--- src/rtl/mod_updown_counter_if.sv ---
// Control/status bundle for mod_updown_counter.
// The master drives the count controls and observes the count and flags;
// the slave side is the counter itself.
interface mod_updown_counter_if #(
  parameter int WIDTH = 8
);

  logic             enable;
  logic             load;
  logic [WIDTH-1:0] load_value;
  logic             up_down;
  logic [WIDTH-1:0] modulo;
  logic             clear_flags;
  logic [WIDTH-1:0] count_out;
  logic             terminal;
  logic             overflow;
  logic             underflow;

  modport master (
    output enable,
    output load,
    output load_value,
    output up_down,
    output modulo,
    output clear_flags,
    input  count_out,
    input  terminal,
    input  overflow,
    input  underflow
  );

  modport slave (
    input  enable,
    input  load,
    input  load_value,
    input  up_down,
    input  modulo,
    input  clear_flags,
    output count_out,
    output terminal,
    output overflow,
    output underflow
  );

endinterface

--- src/rtl/mod_updown_counter.sv ---
// Programmable up/down counter with runtime modulo limit, parallel load,
// enable prescaler, wrap or saturate at the limits, a one-cycle terminal
// pulse and sticky overflow/underflow flags. All outputs are registered.
module mod_updown_counter #(
  parameter int WIDTH    = 8,
  parameter int PRESCALE = 1,
  parameter int SATURATE = 0
) (
  input  logic                 clock,
  input  logic                 reset,
  mod_updown_counter_if.slave  bus
);

  // Prescale counter needs to hold 0..PRESCALE-1; keep at least one bit.
  localparam int PC_W = (PRESCALE > 1) ? $clog2(PRESCALE) : 1;
  localparam logic [PC_W-1:0] PC_LAST = PC_W'(PRESCALE - 1);
  localparam bit SAT_MODE = (SATURATE != 0);

  logic [WIDTH-1:0] count_r;
  logic [PC_W-1:0]  pc_r;
  logic             terminal_r;
  logic             overflow_r;
  logic             underflow_r;

  logic [WIDTH-1:0] count_nxt_s;
  logic [PC_W-1:0]  pc_nxt_s;
  logic             terminal_nxt_s;
  logic             overflow_nxt_s;
  logic             underflow_nxt_s;
  logic             step_s;
  logic             at_top_s;
  logic             at_bottom_s;
  logic             ovf_event_s;
  logic             udf_event_s;
  logic [WIDTH-1:0] load_clamped_s;

  // Step qualification and limit detection. A count above a lowered
  // modulo is treated as sitting at the top limit for up steps.
  always_comb begin
    step_s         = bus.enable && !bus.load && (pc_r == PC_LAST);
    at_top_s       = (count_r >= bus.modulo);
    at_bottom_s    = (count_r == {WIDTH{1'b0}});
    load_clamped_s = (bus.load_value > bus.modulo) ? bus.modulo : bus.load_value;
  end

  // Prescaler: load restarts it, enable advances it, otherwise it holds.
  always_comb begin
    pc_nxt_s = pc_r;
    if (bus.load) begin
      pc_nxt_s = {PC_W{1'b0}};
    end else if (bus.enable) begin
      if (pc_r == PC_LAST) begin
        pc_nxt_s = {PC_W{1'b0}};
      end else begin
        pc_nxt_s = pc_r + PC_W'(1);
      end
    end else begin
      pc_nxt_s = pc_r;
    end
  end

  // Count update: load has priority over a step; limit steps wrap or saturate.
  always_comb begin
    count_nxt_s    = count_r;
    terminal_nxt_s = 1'b0;
    ovf_event_s    = 1'b0;
    udf_event_s    = 1'b0;
    if (bus.load) begin
      count_nxt_s = load_clamped_s;
    end else if (step_s) begin
      if (bus.up_down) begin
        if (at_top_s) begin
          terminal_nxt_s = 1'b1;
          ovf_event_s    = 1'b1;
          count_nxt_s    = SAT_MODE ? bus.modulo : {WIDTH{1'b0}};
        end else begin
          count_nxt_s = count_r + WIDTH'(1);
        end
      end else begin
        if (at_bottom_s) begin
          terminal_nxt_s = 1'b1;
          udf_event_s    = 1'b1;
          count_nxt_s    = SAT_MODE ? {WIDTH{1'b0}} : bus.modulo;
        end else begin
          count_nxt_s = count_r - WIDTH'(1);
        end
      end
    end else begin
      count_nxt_s = count_r;
    end
  end

  // Sticky flags: a set event on the same edge overrides clear_flags.
  always_comb begin
    overflow_nxt_s  = ovf_event_s | (overflow_r  & ~bus.clear_flags);
    underflow_nxt_s = udf_event_s | (underflow_r & ~bus.clear_flags);
  end

  // State registers with synchronous active-high reset.
  always_ff @(posedge clock) begin
    if (reset) begin
      count_r     <= {WIDTH{1'b0}};
      pc_r        <= {PC_W{1'b0}};
      terminal_r  <= 1'b0;
      overflow_r  <= 1'b0;
      underflow_r <= 1'b0;
    end else begin
      count_r     <= count_nxt_s;
      pc_r        <= pc_nxt_s;
      terminal_r  <= terminal_nxt_s;
      overflow_r  <= overflow_nxt_s;
      underflow_r <= underflow_nxt_s;
    end
  end

  assign bus.count_out = count_r;
  assign bus.terminal  = terminal_r;
  assign bus.overflow  = overflow_r;
  assign bus.underflow = underflow_r;

endmodule

--- src/flat_wrapper.sv ---
// flat-port wrapper written by rule: the top's interface ports become plain ports
module mod_updown_counter_flat 
#(
  parameter int WIDTH    = 8,
  parameter int PRESCALE = 1,
  parameter int SATURATE = 0
)
  (clock, reset, bus_enable, bus_load, bus_load_value, bus_up_down, bus_modulo, bus_clear_flags, bus_count_out, bus_terminal, bus_overflow, bus_underflow);
  mod_updown_counter_if #(.WIDTH(WIDTH)) bus_i ();
  input  logic clock;
  input  logic reset;
  input wire logic [$bits(bus_i.enable)-1:0] bus_enable;
  input wire logic [$bits(bus_i.load)-1:0] bus_load;
  input wire logic [$bits(bus_i.load_value)-1:0] bus_load_value;
  input wire logic [$bits(bus_i.up_down)-1:0] bus_up_down;
  input wire logic [$bits(bus_i.modulo)-1:0] bus_modulo;
  input wire logic [$bits(bus_i.clear_flags)-1:0] bus_clear_flags;
  output wire logic [$bits(bus_i.count_out)-1:0] bus_count_out;
  output wire logic [$bits(bus_i.terminal)-1:0] bus_terminal;
  output wire logic [$bits(bus_i.overflow)-1:0] bus_overflow;
  output wire logic [$bits(bus_i.underflow)-1:0] bus_underflow;
  assign bus_i.enable = bus_enable;
  assign bus_i.load = bus_load;
  assign bus_i.load_value = bus_load_value;
  assign bus_i.up_down = bus_up_down;
  assign bus_i.modulo = bus_modulo;
  assign bus_i.clear_flags = bus_clear_flags;
  assign bus_count_out = bus_i.count_out;
  assign bus_terminal = bus_i.terminal;
  assign bus_overflow = bus_i.overflow;
  assign bus_underflow = bus_i.underflow;
  mod_updown_counter #(.WIDTH(WIDTH), .PRESCALE(PRESCALE), .SATURATE(SATURATE)) u_core (.clock(clock), .reset(reset), .bus(bus_i));
endmodule
--- config.mk ---
export PLATFORM = sky130hd
export DESIGN_NAME = mod_updown_counter_flat
export DESIGN_NICKNAME = d
export VERILOG_FILES = /design/src/rtl/mod_updown_counter_if.sv /design/src/rtl/mod_updown_counter.sv /design/src/flat_wrapper.sv
export SDC_FILE = /design/constraint.sdc
export NUM_CORES = 1
export LEC_CHECK = 0
export CAP_MARGIN = 25
export CORE_MARGIN = 1
export CORE_UTILIZATION = 50
export DETAILED_ROUTE_END_ITERATION = 16
export DONT_BUFFER_PORTS = 1
export MAX_ROUTING_LAYER = met4
export RECOVER_POWER = 50
export SLEW_MARGIN = 25
export SYNTH_ARGS = -nofsm -noshare
export SYNTH_HDL_FRONTEND = slang
export SYNTH_SLANG_ARGS = --single-unit
--- constraint.sdc ---
create_clock -name clock -period 3.5 [get_ports clock]
set_input_delay 0.35 -clock clock [delete_from_list [all_inputs] [get_ports clock]]
set_output_delay 0.35 -clock clock [all_outputs]
set_load 0.01 [all_outputs]
==> out/qor.csv <==
metric,value,unit
run status,"complete, but fails checks",
failing checks,DRC,
Least-Margin Pin Slew,585.1,ps
cell with the most instances after synthesis,ha_1,
# setup viols final,0,
critical path capture point type,flip-flop,
aggregate global-route resource usage,28.56,%
clock period minus final worst setup slack,2472,ps
number of sinks driven by the clock tree,11,
area growth from synthesis to final layout,0.5020,%
count of nets left with antenna violations after detail routing,0,
die width,56.69,um
Final Cycle Share,70.64,%
maximum number of pins on one net before global-route repair,18,
highest cell delay on the worst timing path,520,ps
Buf/Inv on CP,1,
clock tree from TritonCTS,built,
reg2reg start,u_core.bus.count_out[0],
number of max-cap violations,0,
total inserted antenna cells,0,
post-detailed-route wirelength per cell,18.60,um
maximum clock path buffer count,2,
total negative slack for setup checks,0,ps
Setup crit start kind,flip-flop,
worst hold path startpoint,bus_load,
Tot Pwr,0.4595,mW
max-slew violations,0,
worst setup path startpoint,u_core.bus.count_out[0],
total die area,3213,um2
total clock buffers created by CTS,3,
"Remaining Overflow, GRT",0,
share of the synthesized area in the top cell type,15.90,%
clock latency on the worst-skew pair,280,ps
net count after synthesis,238,
clock-pin slew on the worst setup and hold paths,80,ps
Slowest cell on crit path,a2111oi_1,
achievable clock frequency,0.4045,GHz
Top Ports,33,
worst relative slew slack,60.58,%
ranking of synthesized cells by instance count,"ha_1 (19), nand2_1 (18), nor2_1 (15)",
hold_buf cts,0,
clock tree root driver cell,clkbuf_4,
top area cells in the synthesized netlist,"ha_1 (16%), dfxtp_1 (15%), a21oi_1 (4.7%), nand2_1 (4.5%), a221oi_1 (4.1%)",
post-synthesis instance total,197,
critical path's top delay family,compound AO/OA/AOI/OAI gates,
class of the worst hold path,primary input to flip-flop,
part of the Yosys area used for sequential elements,14.73,%
number of enable-type register cells in the synthesized netlist,0,
Fin Clk Skew,6.058,ps
area of the core,2805,um2
number of global-route vias before repair,1456,
share of cells above drive strength 1,5.208,%
Vert. Die Dim,56.69,um
first-pass iteration count of the detailed router,10,
CP Data Required Time,3690,ps
worst-path maximum fanout,7,
Max H-tree Level,1,
violation count after the first detailed-route iteration,101,
final cell count without fillers,223,
post-CTS setup buffer count,0,
top cell type by total area after synthesis,ha_1,
WP data arrival,2670,ps
Post-layout nets,234,
num rows,19,
hold violation total from the final report,0,
cell leakage power,0.6266,nW
number of distinct library cells after synthesis,51,
prevailing post-synth register cell,dfxtp_1,
"Worst Path Class, Setup",flip-flop to flip-flop,
vias after detailed routing,1504,
per-cell via count in the routed design,6.744,
wire length of the first global-routing pass,6.982,mm
Detail Placement HPWL,3.252,mm
Yosys warnings,0,
worst path cell trace,inv_1 -> ha_1 -> nand2b_1 -> a2111oi_1 -> o211a_2 -> and3_1 -> a221oi_1 -> o221ai_1,
post-placement cell count,219,
last weighted congestion value of the routability-driven placer,0.9210,
number of buffer cells added on primary ports,0,
power per standard cell area,305.8,nW/um2
number of resized instances in the post-cts repair step,0,
antenna violations before repair,0,
Mapped Avg Cell Area,7.590,um2
Async SR Flop Fraction,0,%
final WL,4.148,mm
maximum VDD drop,198.4,uV
starting density of the core,53.30,%
total DRC errors in the routed layout,8,
unrepaired setup endpoints after global routing,no,
Netlist Area Pre-Place,1495,um2
register bit total from synthesis,11,
## power breakdown
group	leakage [nW]	switching, mW	internal [mW]
Combinational	0.521	0.107	0.0876
Clock	0.0150	0.0485	0.0443
Sequential	0.0906	0.0358	0.136
Total	0.627	0.191	0.268
## per-stage QoR
stage,instance area (um2),utilization [%],setup WS [ps],hold WS [ps]
3_3_place_gp,1476,52.63,1171,423.2
2_1_floorplan,1495,-,1374,426.8
4_1_cts,1503,53.57,1089,125.4
6_report,1503,53.57,1028,131.5
3_5_place_dp,1476,52.63,1111,425.7
5_1_grt,1503,53.57,841.6,119.9
## cells in the final DEF, fill, tap and decap left out, drive strengths merged, types with 2 or more instances in the layout
cell / n
nand2: 19
inv: 14
a221oi: 7
o22ai: 2
nand2b: 2
ha: 19
nand3: 3
o21a: 5
nand4: 2
clkbuf: 4
nor3: 3
o211ai: 5
xor2: 3
nor4: 4
a21o: 2
a21oi: 14
o221ai: 4
mux2i: 6
nor2b: 5
o22a: 2
a2111oi: 2
nor3b: 2
and3: 4
mux2: 2
dfxtp: 11
a31oi: 2
and2: 3
o21ai: 11
nor2: 15
## path summary, 6_finish.rpt
check	depth (start not counted)	slack (ps)	endpoint
max	8	1030	u_core.bus.count_out[5]
min	1	130	u_core.bus.terminal
max reg2reg	8	1030	u_core.bus.count_out[5]
min reg2reg	2	510	u_core.bus.overflow
## flip-flops by register name (all words and copies together), names as in the netlist
name                  count
u_core.bus.underflow      1
u_core.bus.count_out      8
u_core.bus.overflow       1
u_core.bus.terminal       1
## per-layer routing
| metal | GRT usage, % | wire (um) | vias to the layer above |
|---|---|---|---|
| met5 | - | 0 | - |
| met3 | 8.065 | 448 | 6 |
| met4 | 3.929 | 24 | 0 |
| met1 | 36.78 | 1790 | 684 |
| li1 | - | - | 733 |
| met2 | 45.41 | 1885 | 81 |
## layout make-up
cell class	count	area (um2)
repair buffers	1	7.507
fillers	277	1303
inverters	14	52.55
flip-flops and latches	11	220.2
well taps	31	38.79
multi-input cells	162	1157
clock buffers	4	26.28
## logic make-up (layout without fill, tap and decap cells)
logic type                 count (synthesis)  count (layout)  synth area share, %
AOI/OAI and AO/OA                         65              65                30.55
xor gates and xnor gates                   4               4                2.344
adders and majority gates                 19              19                15.90
buffers and inverters                     24              19                7.866
DFF                                       11              11                14.73
muxes                                      8               8                5.523
and+or+nand+nor                           66              66                23.10
Note: power is estimated with default switching activity, not from simulation.
